$ cat config.mk
export PLATFORM = sky130hd
export DESIGN_NAME = exunit_ldst_q_flat
export DESIGN_NICKNAME = d
export VERILOG_FILES = /design/src/rtl/exunit_ldst_q_if.sv /design/src/rtl/exunit_ldst_q.sv /design/src/flat_wrapper.sv
export SDC_FILE = /design/constraint.sdc
export NUM_CORES = 1
export LEC_CHECK = 0
export BUFFER_PORTS_ARGS = -buffer_cell sky130_fd_sc_hd__buf_2
export CAP_MARGIN = 5
export CORE_MARGIN = 3
export CORE_UTILIZATION = 58
export DETAILED_ROUTE_END_ITERATION = 7
export PLACE_DENSITY = 0.87
export SLEW_MARGIN = 0
export SYNTH_ARGS = -nofsm -noshare
export SYNTH_HDL_FRONTEND = slang
export SYNTH_SLANG_ARGS = --single-unit
$ cat constraint.sdc
create_clock -name clk -period 10.2 [get_ports clk]
set_input_delay 0.51 -clock clk [delete_from_list [all_inputs] [get_ports clk]]
set_output_delay 0.51 -clock clk [all_outputs]
set_load 0.02 [all_outputs]
$ cat src/rtl/exunit_ldst_q_if.sv
`default_nettype none
// ============================================================================
// Module      : exunit_ldst_q_if
// Description : Bundle between the load/store reservation station, the store
//               buffer / data memory and the writeback ports of
//               exunit_ldst_q. The slave modport is the execution unit side.
//               Optional macro MISALIGN_TRAP_EN adds the misalign output.
// Revision    : 1.0 - initial release
// ============================================================================
interface exunit_ldst_q_if #(
    parameter int DATA_LEN    = 32,
    parameter int ADDR_LEN    = 32,
    parameter int RRF_SEL     = 6,
    parameter int SPECTAG_LEN = 5
) ();
    // issue side
    logic                    issue;
    logic                    ready;
    logic [DATA_LEN-1:0]     ex_src1;
    logic [DATA_LEN-1:0]     ex_src2;
    logic [DATA_LEN-1:0]     imm;
    logic                    dstval;
    logic [1:0]              size;
    logic                    sext;
    logic [SPECTAG_LEN-1:0]  spectag;
    logic                    specbit;
    logic [RRF_SEL-1:0]      rrftag;
    // branch recovery
    logic                    prmiss;
    logic [SPECTAG_LEN-1:0]  spectagfix;
    // store buffer
    logic                    fullsb;
    logic                    stfin;
    logic [ADDR_LEN-1:0]     storeaddr;
    logic [DATA_LEN-1:0]     storedata;
    logic [DATA_LEN/8-1:0]   storemask;
    // load path
    logic                    memoccupy_ld;
    logic [ADDR_LEN-1:0]     ldaddr;
    logic                    hitsb;
    logic [DATA_LEN-1:0]     lddatasb;
    logic [DATA_LEN-1:0]     lddatamem;
    // writeback
    logic [DATA_LEN-1:0]     result;
    logic                    rrf_we;
    logic                    rob_we;
    logic [RRF_SEL-1:0]      wrrftag;
    logic                    kill_speculative;
`ifdef MISALIGN_TRAP_EN
    logic                    misalign;
`endif

    modport slave (
        input  issue, ex_src1, ex_src2, imm, dstval, size, sext,
        input  spectag, specbit, rrftag, prmiss, spectagfix, fullsb,
        input  hitsb, lddatasb, lddatamem,
`ifdef MISALIGN_TRAP_EN
        output misalign,
`endif
        output ready, stfin, storeaddr, storedata, storemask,
        output memoccupy_ld, ldaddr, result, rrf_we, rob_we, wrrftag,
        output kill_speculative
    );

    modport master (
        output issue, ex_src1, ex_src2, imm, dstval, size, sext,
        output spectag, specbit, rrftag, prmiss, spectagfix, fullsb,
        output hitsb, lddatasb, lddatamem,
`ifdef MISALIGN_TRAP_EN
        input  misalign,
`endif
        input  ready, stfin, storeaddr, storedata, storemask,
        input  memoccupy_ld, ldaddr, result, rrf_we, rob_we, wrrftag,
        input  kill_speculative
    );
endinterface
`default_nettype wire

$ cat src/rtl/exunit_ldst_q.sv
`default_nettype none
// ============================================================================
// Module      : exunit_ldst_q
// Description : Load/store execution unit with a QDEPTH-entry in-order issue
//               queue, byte/half/word accesses with sign/zero extension,
//               store byte masks and speculative-kill support.
//               Optional macro MISALIGN_TRAP_EN: misaligned accesses make no
//               memory request and complete with misalign=1.
// Revision    : 1.0 - initial release
// ============================================================================
module exunit_ldst_q #(
    parameter int DATA_LEN    = 32,
    parameter int ADDR_LEN    = 32,
    parameter int RRF_SEL     = 6,
    parameter int SPECTAG_LEN = 5,
    parameter int QDEPTH      = 2
) (
    input  wire logic          clk,
    input  wire logic          reset,
    exunit_ldst_q_if.slave     bus
);
    localparam int c_NB = DATA_LEN / 8;
    localparam int c_CW = $clog2(QDEPTH + 1);
    localparam logic [c_CW-1:0] c_QD = c_CW'(QDEPTH);

    typedef struct packed {
        logic                   valid;
        logic                   isload;
        logic [ADDR_LEN-1:0]    addr;
        logic [DATA_LEN-1:0]    data;
        logic [1:0]             size;
        logic                   sext;
        logic [SPECTAG_LEN-1:0] spectag;
        logic                   specbit;
        logic [RRF_SEL-1:0]     rrftag;
    } entry_t;

    // queue storage: slot 0 is always the head, younger entries above it
    entry_t             r_q [QDEPTH];
    logic [c_CW-1:0]    r_count;

    // stage-2 latches
    logic                   r_s2_valid;
    logic                   r_s2_load;
    logic [RRF_SEL-1:0]     r_s2_rrftag;
    logic [SPECTAG_LEN-1:0] r_s2_spectag;
    logic                   r_s2_specbit;
    logic [1:0]             r_s2_size;
    logic                   r_s2_sext;
    logic [1:0]             r_s2_a;
    logic                   r_s2_hitsb;
    logic [DATA_LEN-1:0]    r_s2_sbdata;
`ifdef MISALIGN_TRAP_EN
    logic                   r_s2_mis;
`endif

    entry_t             w_q_kill [QDEPTH+1];
    entry_t             w_q_next [QDEPTH];
    entry_t             w_new;
    logic               w_ready;
    logic               w_issue_kill;
    logic               w_enq;
    logic               w_deq;
    logic               w_head_live;
    logic               w_head_fire;
    logic               w_head_mis;
    logic [1:0]         w_a_raw;
    logic [1:0]         w_a;
    logic [c_CW-1:0]    w_enq_idx;
    logic [DATA_LEN-1:0] w_word;
    logic [DATA_LEN-1:0] w_lane;

    assign w_ready      = (r_count < c_QD);
    assign w_issue_kill = bus.prmiss && bus.specbit && (|(bus.spectag & bus.spectagfix));

    // Fields of the incoming op; effective address wraps at ADDR_LEN bits
    always_comb begin
        w_new         = '0;
        w_new.valid   = 1'b1;
        w_new.isload  = bus.dstval;
        w_new.addr    = ADDR_LEN'(bus.ex_src1 + bus.imm);
        w_new.data    = bus.ex_src2;
        w_new.size    = bus.size;
        w_new.sext    = bus.sext;
        w_new.spectag = bus.spectag;
        w_new.specbit = bus.specbit;
        w_new.rrftag  = bus.rrftag;
    end

    // Apply this cycle's mispredict kill to every queued entry; the extra top
    // slot is the empty entry shifted in on dequeue
    always_comb begin
        for (int i = 0; i < QDEPTH; i++) begin
            w_q_kill[i] = r_q[i];
            if (bus.prmiss && r_q[i].specbit && (|(r_q[i].spectag & bus.spectagfix)))
                w_q_kill[i].valid = 1'b0;
        end
        w_q_kill[QDEPTH] = '0;
    end

    // Lane offset: misaligned halves/words fall back to the naturally aligned lane
    assign w_a_raw = r_q[0].addr[1:0];
    always_comb begin
        case (r_q[0].size)
            2'd0:    w_a = w_a_raw;
            2'd1:    w_a = {w_a_raw[1], 1'b0};
            default: w_a = 2'b00;
        endcase
    end

`ifdef MISALIGN_TRAP_EN
    assign w_head_mis = ((r_q[0].size == 2'd1) && w_a_raw[0]) ||
                        (r_q[0].size[1] && (w_a_raw != 2'b00));
`else
    assign w_head_mis = 1'b0;
`endif

    // A dead head always leaves; a live store waits for store-buffer room
    assign w_head_live = (r_count != '0) && w_q_kill[0].valid;
    assign w_deq       = (r_count != '0) &&
                         (!w_head_live || r_q[0].isload || w_head_mis || !bus.fullsb);
    assign w_head_fire = w_deq && w_head_live;
    assign w_enq       = bus.issue && w_ready && !w_issue_kill;
    assign w_enq_idx   = w_deq ? (r_count - c_CW'(1)) : r_count;

    // Next queue contents: kill, then shift on dequeue, then write the new op
    always_comb begin
        for (int i = 0; i < QDEPTH; i++) begin
            w_q_next[i] = w_deq ? w_q_kill[i+1] : w_q_kill[i];
            if (w_enq && (c_CW'(i) == w_enq_idx))
                w_q_next[i] = w_new;
        end
    end

    // Queue and occupancy registers
    always_ff @(posedge clk or posedge reset) begin
        if (reset) begin
            for (int i = 0; i < QDEPTH; i++)
                r_q[i] <= '0;
            r_count <= '0;
        end else begin
            for (int i = 0; i < QDEPTH; i++)
                r_q[i] <= w_q_next[i];
            r_count <= r_count + c_CW'(w_enq) - c_CW'(w_deq);
        end
    end

    // Stage-2 capture of the op leaving the queue
    always_ff @(posedge clk or posedge reset) begin
        if (reset) begin
            r_s2_valid   <= 1'b0;
            r_s2_load    <= 1'b0;
            r_s2_rrftag  <= '0;
            r_s2_spectag <= '0;
            r_s2_specbit <= 1'b0;
            r_s2_size    <= 2'd0;
            r_s2_sext    <= 1'b0;
            r_s2_a       <= 2'd0;
            r_s2_hitsb   <= 1'b0;
            r_s2_sbdata  <= '0;
`ifdef MISALIGN_TRAP_EN
            r_s2_mis     <= 1'b0;
`endif
        end else if (w_head_fire) begin
            r_s2_valid   <= 1'b1;
            r_s2_load    <= r_q[0].isload;
            r_s2_rrftag  <= r_q[0].rrftag;
            r_s2_spectag <= r_q[0].spectag;
            r_s2_specbit <= r_q[0].specbit;
            r_s2_size    <= r_q[0].size;
            r_s2_sext    <= r_q[0].sext;
            r_s2_a       <= w_a;
            r_s2_hitsb   <= bus.hitsb;
            r_s2_sbdata  <= bus.lddatasb;
`ifdef MISALIGN_TRAP_EN
            r_s2_mis     <= w_head_mis;
`endif
        end else begin
            // specbit cleared so an idle stage 2 never raises kill_speculative
            r_s2_valid   <= 1'b0;
            r_s2_specbit <= 1'b0;
        end
    end

    // Load lane extraction from forwarded or memory word
    always_comb begin
        w_word = r_s2_hitsb ? r_s2_sbdata : bus.lddatamem;
        w_lane = w_word >> {r_s2_a, 3'b000};
        case (r_s2_size)
            2'd0:    bus.result = {{(DATA_LEN-8){r_s2_sext & w_lane[7]}}, w_lane[7:0]};
            2'd1:    bus.result = {{(DATA_LEN-16){r_s2_sext & w_lane[15]}}, w_lane[15:0]};
            default: bus.result = w_word;
        endcase
    end

    // Store data replication and byte enables for the head entry
    always_comb begin
        case (r_q[0].size)
            2'd0: begin
                bus.storedata = {c_NB{r_q[0].data[7:0]}};
                bus.storemask = c_NB'(1) << w_a;
            end
            2'd1: begin
                bus.storedata = {(c_NB/2){r_q[0].data[15:0]}};
                bus.storemask = c_NB'(3) << w_a;
            end
            default: begin
                bus.storedata = r_q[0].data;
                bus.storemask = '1;
            end
        endcase
    end

    assign bus.ready        = w_ready;
    assign bus.storeaddr    = {r_q[0].addr[ADDR_LEN-1:2], 2'b00};
    assign bus.ldaddr       = {r_q[0].addr[ADDR_LEN-1:2], 2'b00};
    assign bus.stfin        = w_head_live && !r_q[0].isload && !w_head_mis && !bus.fullsb;
    assign bus.memoccupy_ld = w_head_live && r_q[0].isload && !w_head_mis;
    assign bus.rob_we       = r_s2_valid;
    assign bus.wrrftag      = r_s2_rrftag;
    assign bus.kill_speculative = bus.prmiss && r_s2_specbit &&
                                  (|(r_s2_spectag & bus.spectagfix));
`ifdef MISALIGN_TRAP_EN
    assign bus.rrf_we       = r_s2_valid && r_s2_load && !r_s2_mis;
    assign bus.misalign     = r_s2_valid && r_s2_mis;
`else
    assign bus.rrf_we       = r_s2_valid && r_s2_load;
`endif

    // Flag an issue presented while the queue is full (the request is dropped)
    always @(posedge clk) begin
        if (!reset)
            assert (!(bus.issue && !w_ready))
                else $error("exunit_ldst_q: issue while queue full, request dropped");
    end
endmodule
`default_nettype wire
$ cat src/flat_wrapper.sv
// flat-port wrapper written by rule: the top's interface ports become plain ports
module exunit_ldst_q_flat 
#(
    parameter int DATA_LEN    = 32,
    parameter int ADDR_LEN    = 32,
    parameter int RRF_SEL     = 6,
    parameter int SPECTAG_LEN = 5,
    parameter int QDEPTH      = 2
)
  (clk, reset, bus_issue, bus_ex_src1, bus_ex_src2, bus_imm, bus_dstval, bus_size, bus_sext, bus_spectag, bus_specbit, bus_rrftag, bus_prmiss, bus_spectagfix, bus_fullsb, bus_hitsb, bus_lddatasb, bus_lddatamem, bus_ready, bus_stfin, bus_storeaddr, bus_storedata, bus_storemask, bus_memoccupy_ld, bus_ldaddr, bus_result, bus_rrf_we, bus_rob_we, bus_wrrftag, bus_kill_speculative);
  exunit_ldst_q_if #(.DATA_LEN(DATA_LEN), .ADDR_LEN(ADDR_LEN), .RRF_SEL(RRF_SEL), .SPECTAG_LEN(SPECTAG_LEN)) bus_i ();
  input  wire logic clk;
  input  wire logic reset;
  input wire logic [$bits(bus_i.issue)-1:0] bus_issue;
  input wire logic [$bits(bus_i.ex_src1)-1:0] bus_ex_src1;
  input wire logic [$bits(bus_i.ex_src2)-1:0] bus_ex_src2;
  input wire logic [$bits(bus_i.imm)-1:0] bus_imm;
  input wire logic [$bits(bus_i.dstval)-1:0] bus_dstval;
  input wire logic [$bits(bus_i.size)-1:0] bus_size;
  input wire logic [$bits(bus_i.sext)-1:0] bus_sext;
  input wire logic [$bits(bus_i.spectag)-1:0] bus_spectag;
  input wire logic [$bits(bus_i.specbit)-1:0] bus_specbit;
  input wire logic [$bits(bus_i.rrftag)-1:0] bus_rrftag;
  input wire logic [$bits(bus_i.prmiss)-1:0] bus_prmiss;
  input wire logic [$bits(bus_i.spectagfix)-1:0] bus_spectagfix;
  input wire logic [$bits(bus_i.fullsb)-1:0] bus_fullsb;
  input wire logic [$bits(bus_i.hitsb)-1:0] bus_hitsb;
  input wire logic [$bits(bus_i.lddatasb)-1:0] bus_lddatasb;
  input wire logic [$bits(bus_i.lddatamem)-1:0] bus_lddatamem;
  output wire logic [$bits(bus_i.ready)-1:0] bus_ready;
  output wire logic [$bits(bus_i.stfin)-1:0] bus_stfin;
  output wire logic [$bits(bus_i.storeaddr)-1:0] bus_storeaddr;
  output wire logic [$bits(bus_i.storedata)-1:0] bus_storedata;
  output wire logic [$bits(bus_i.storemask)-1:0] bus_storemask;
  output wire logic [$bits(bus_i.memoccupy_ld)-1:0] bus_memoccupy_ld;
  output wire logic [$bits(bus_i.ldaddr)-1:0] bus_ldaddr;
  output wire logic [$bits(bus_i.result)-1:0] bus_result;
  output wire logic [$bits(bus_i.rrf_we)-1:0] bus_rrf_we;
  output wire logic [$bits(bus_i.rob_we)-1:0] bus_rob_we;
  output wire logic [$bits(bus_i.wrrftag)-1:0] bus_wrrftag;
  output wire logic [$bits(bus_i.kill_speculative)-1:0] bus_kill_speculative;
  assign bus_i.issue = bus_issue;
  assign bus_i.ex_src1 = bus_ex_src1;
  assign bus_i.ex_src2 = bus_ex_src2;
  assign bus_i.imm = bus_imm;
  assign bus_i.dstval = bus_dstval;
  assign bus_i.size = bus_size;
  assign bus_i.sext = bus_sext;
  assign bus_i.spectag = bus_spectag;
  assign bus_i.specbit = bus_specbit;
  assign bus_i.rrftag = bus_rrftag;
  assign bus_i.prmiss = bus_prmiss;
  assign bus_i.spectagfix = bus_spectagfix;
  assign bus_i.fullsb = bus_fullsb;
  assign bus_i.hitsb = bus_hitsb;
  assign bus_i.lddatasb = bus_lddatasb;
  assign bus_i.lddatamem = bus_lddatamem;
  assign bus_ready = bus_i.ready;
  assign bus_stfin = bus_i.stfin;
  assign bus_storeaddr = bus_i.storeaddr;
  assign bus_storedata = bus_i.storedata;
  assign bus_storemask = bus_i.storemask;
  assign bus_memoccupy_ld = bus_i.memoccupy_ld;
  assign bus_ldaddr = bus_i.ldaddr;
  assign bus_result = bus_i.result;
  assign bus_rrf_we = bus_i.rrf_we;
  assign bus_rob_we = bus_i.rob_we;
  assign bus_wrrftag = bus_i.wrrftag;
  assign bus_kill_speculative = bus_i.kill_speculative;
  exunit_ldst_q #(.DATA_LEN(DATA_LEN), .ADDR_LEN(ADDR_LEN), .RRF_SEL(RRF_SEL), .SPECTAG_LEN(SPECTAG_LEN), .QDEPTH(QDEPTH)) u_core (.clk(clk), .reset(reset), .bus(bus_i));
endmodule
==> impl_metrics.yaml <==
synthesis:
  share_of_the_synthesized_netlist_area_taken_by_xor_and_xnor_gates: 0.02307
  async_reset_ff_frac: 1.000
  yosys.cell_types.count: 59
  ys_ff_latch: 216
  number_of_flops_mapped_to_enable_cells_by_yosys: 0
  yosys.area_share.simple: 0.1563
  share_of_synthesized_area_spent_on_multiplexers: 0.1386
  ys_warn_count: 0
  postSynth.topFlopCell: "dfrtp_1"
  post_synth_fa_ha_maj_area_fraction: 0.03556
  dominant_combinational_cell_family_by_area_after_synthesis: "simple AND/OR/NAND/NOR gates"
  avgSynthCellArea_um2: 9.306
  synth_sequential_area_ratio: 0.4315
  synth-compound-area-share: 0.1369
  post_synth_inst_count: 1346
  mappedNetlistArea_um2: 12530
clock_tree:
  clk_path_buf_depth: 3
  clock_tree.root_cell: "clkbuf_16"
  numCtsBuffers: 22
  clk-insertion-delay-late_ns: 0.51
  cts_max_level: 1
  cts_tree: "done"
  postCtsSetupBuffers: 0
  cts_sinks: 216
  postCtsResizedCells: 0
  cts_clock_pin_slew_for_the_worst_setup_and_hold_paths_ns: 0.07
  hold_buffers: 0
setup_path:
  worst-endpoint-arrival_ns: 4.64
  r2r-end: "u_core.r_q[78]"
  category_of_the_critical_setup_timing_path: "reg -> reg"
  worst_setup_path_start_kind: "flip-flop"
  endpoint_kind_of_the_worst_setup_timing_path: "flip-flop"
  r2r_start: "u_core.r_q[89]"
  crit_required_ns: 10.59
  critical_path_peak_fanout: 55
  worst-r2r-cell-count: 13
  reg2reg_setup_slack_ns: 5.95
global_routing:
  antenna_found_initial: 6
  first_global_vias: 10970
  grt_pass1_wl_um: 56190
  grt_start_max_net_pins: 135
  grt.overflow.total: 0
  groute.usage.overall: 0.2865
place:
  port_buffers: 326
  post-place-ws_ns: 5.895
  gp_routability_congestion: 0.9331
  dp_hpwl_um: 23880
hold_path:
  hold_class: "in -> async"
timing:
  worst_clock_skew_ns: 0.007295
  setup_viol: 0
  final.min_clock_period_ns: 4.254
  post-route-worst-setup-slack_ns: 5.946
  setup_repair_after_global_routing_missed_its_margin: "false"
  report.final.hold_viol_count: 0
  fin_hold_ws_ns: 0.1996
  tightestPinTransition_ns: 1.219
  timing.final.crit_share: 0.4171
  max_freq_mhz: 235.0
  slew_headroom: 0.1874
  final_max_slew_viol_count: 0
  finalSetupTns_ns: 0
finish:
  layout-drive-gt1-share: 0.2906
  area_growth_pct: 16.06
  fillers: 1608
  final_net_count: 1775
pwr:
  pwr_density_cell_nw_per_um2: 300.5
  power_leakage_nw: 7.630
  p_total_w: 0.004368
  power.ir.vdd_worst_mv: 0.1992
route:
  dr.first_iter.drc_count: 1045
  detail_route.wl_per_cell_um: 18.85
  detail_route.first_pass.iterations: 6
  final_ant_viol_nets: 0
  wire_length_after_detailed_routing_um: 34860
  drt-vias-per-instance: 5.928
  drc_violation_count_after_routing: 0
  via_count: 10970
floorplanning:
  design.die.area_um2: 23400
  fp.dieH_um: 153.0
  rows: 53
  core-area_um2: 21090
  die_width_um: 153.0
  initial_core_util: 0.5940
  io_pins: 331
job:
  maxCapViolCount: 0
outcome:
  run_status: "finished clean"
==> metal layers <==
metal  part of all wire  vias to the layer above  wire length [um]  GRT usage
met2               0.50                      506             17380     0.4879
li1                   -                     5060                 -          -
met1               0.40                     5334             14000     0.3768
met4              0.028                        0               984     0.1018
met5                  0                        -                 0          0
met3              0.072                       66              2495    0.04105
==> cell usage after synthesis (all sizes together) (5+ instances only) <==
library cell,n,area [um^2]
nand2,259,974.7
dfrtp,216,5405
buf,121,792.0
o21ai,115,579.3
mux2i,88,880.8
nand3,85,425.4
mux2,72,810.8
a21oi,67,339.1
ha,34,425.4
and3,32,200.2
clkbuf,31,116.4
a21o,30,225.2
nor2,26,97.59
o22ai,17,106.4
xor2,17,148.9
xnor2,16,140.1
inv,15,56.30
a22oi,13,97.59
nand2b,10,62.56
o211ai,10,75.07
nor3,7,40.04
and2,6,37.54
o21bai,6,48.80
a211oi,5,37.54
==> stage by stage <==
| step | util | std cells | area [um^2] |
|---|---|---|---|
| 2_1_floorplan | - | 1349 | 12540 |
| 3_3_place_gp | 0.6490 | 1804 | 13690 |
| 4_1_cts | 0.6887 | 1844 | 14520 |
| 3_5_place_dp | 0.6490 | 1804 | 13690 |
| 5_1_grt | 0.6894 | 1850 | 14540 |
| 6_report | 0.6894 | 1850 | 14540 |
==> registers in the layout (all words and copies together), names as in the netlist, 2 cells and up <==
signal and count:
u_core.bus.wrrftag 6, u_core.r_s2_a 2, u_core.bus.ldaddr 30, u_core.r_s2_sbdata 32, u_core.r_count 2, u_core.r_q 132
u_core.r_s2_size 2, u_core.r_s2_spectag 5
==> final cells by class <==
cell class                      instances  area [um^2]  area share
Sequential cell                       216         5405      0.3718
Multi-Input combinational cell        964         6187      0.4256
Tap cell                              275        344.1     0.02367
Inverter                               17        73.82    0.005078
Clock inverter                         11        207.7     0.01429
Antenna cell                            6        15.01    0.001033
Clock buffer                           29        628.1     0.04321
Timing Repair Buffer                  332         1677      0.1153
==> placed cells by master, fill, tap and decap left out, types with 5 or more instances in the layout <==
master     Yosys  layout
a211oi_1       5       5
o22ai_1       17      17
nor3_1         6       6
buf_4         72       6
o211ai_1      10      10
xor2_1        17      17
mux2_2        70      70
clkbuf_16      0      23
mux2i_1       88      88
ha_1          34      34
a21o_1        30      30
o21ai_0      113     113
diode_2        0       6
inv_1         12      11
and3_1        32      32
nor2_1        26      26
dfrtp_1      216     216
nand2b_1      10      10
nand3_1       85      85
a22oi_1       13      13
nand2_1      258     258
buf_2         36     326
bufinv_16      0       6
a21oi_1       66      66
xnor2_1       16      16
and2_1         6       6
o21bai_1       5       5
==> report_power, final <==
part	leakage [nW]	internal [W]	switching (W)	total, W
combinational	4.33	0.000746	0.00124	0.00198
clock	0.409	0.000586	0.000339	0.000925
sequential	2.89	0.00118	0.000281	0.00146
total	7.63	0.00251	0.00186	0.00437
==> critical path, cell delays in order, from the launching register on <==
cell      delay (ns)
dfrtp_1         0.40
a222oi_1        0.34
and3_1          0.26
o21ai_2         0.13
o21bai_4        0.65
inv_4           0.24
ha_1            0.40
inv_1           0.07
and2_1          0.19
o21ai_4         0.41
buf_4           0.64
nor3_1          0.13
mux2i_1         0.15
nand2_1         0.06
==> worst max-delay path by stage <==
stage,slack [ns],cells after the start,from,to
2_1_floorplan,3.78,1,reset,u_core.bus.ldaddr[10]
3_3_place_gp,5.94,14,bus_spectagfix[1],u_core.r_q[78]
3_5_place_dp,5.89,14,bus_spectagfix[1],u_core.r_q[78]
4_1_cts,5.99,13,u_core.r_q[89],u_core.r_q[78]
5_1_grt,5.59,13,u_core.r_q[89],u_core.r_q[78]
6_report,5.95,13,u_core.r_q[89],u_core.r_q[78]
==> kinds of logic (layout without fill, tap and decap cells) <==
group                      after synthesis  after routing
muxes                                  162            162
xor gates and xnor gates                33             33
AOI/OAI and AO/OA                      287            287
and+or+nand+nor                        443            443
adders and majority gates               35             35
other                                    1             10
buffers and inverters                  169            389
DFF                                    216            216
Power figures use the tool's default switching activity.
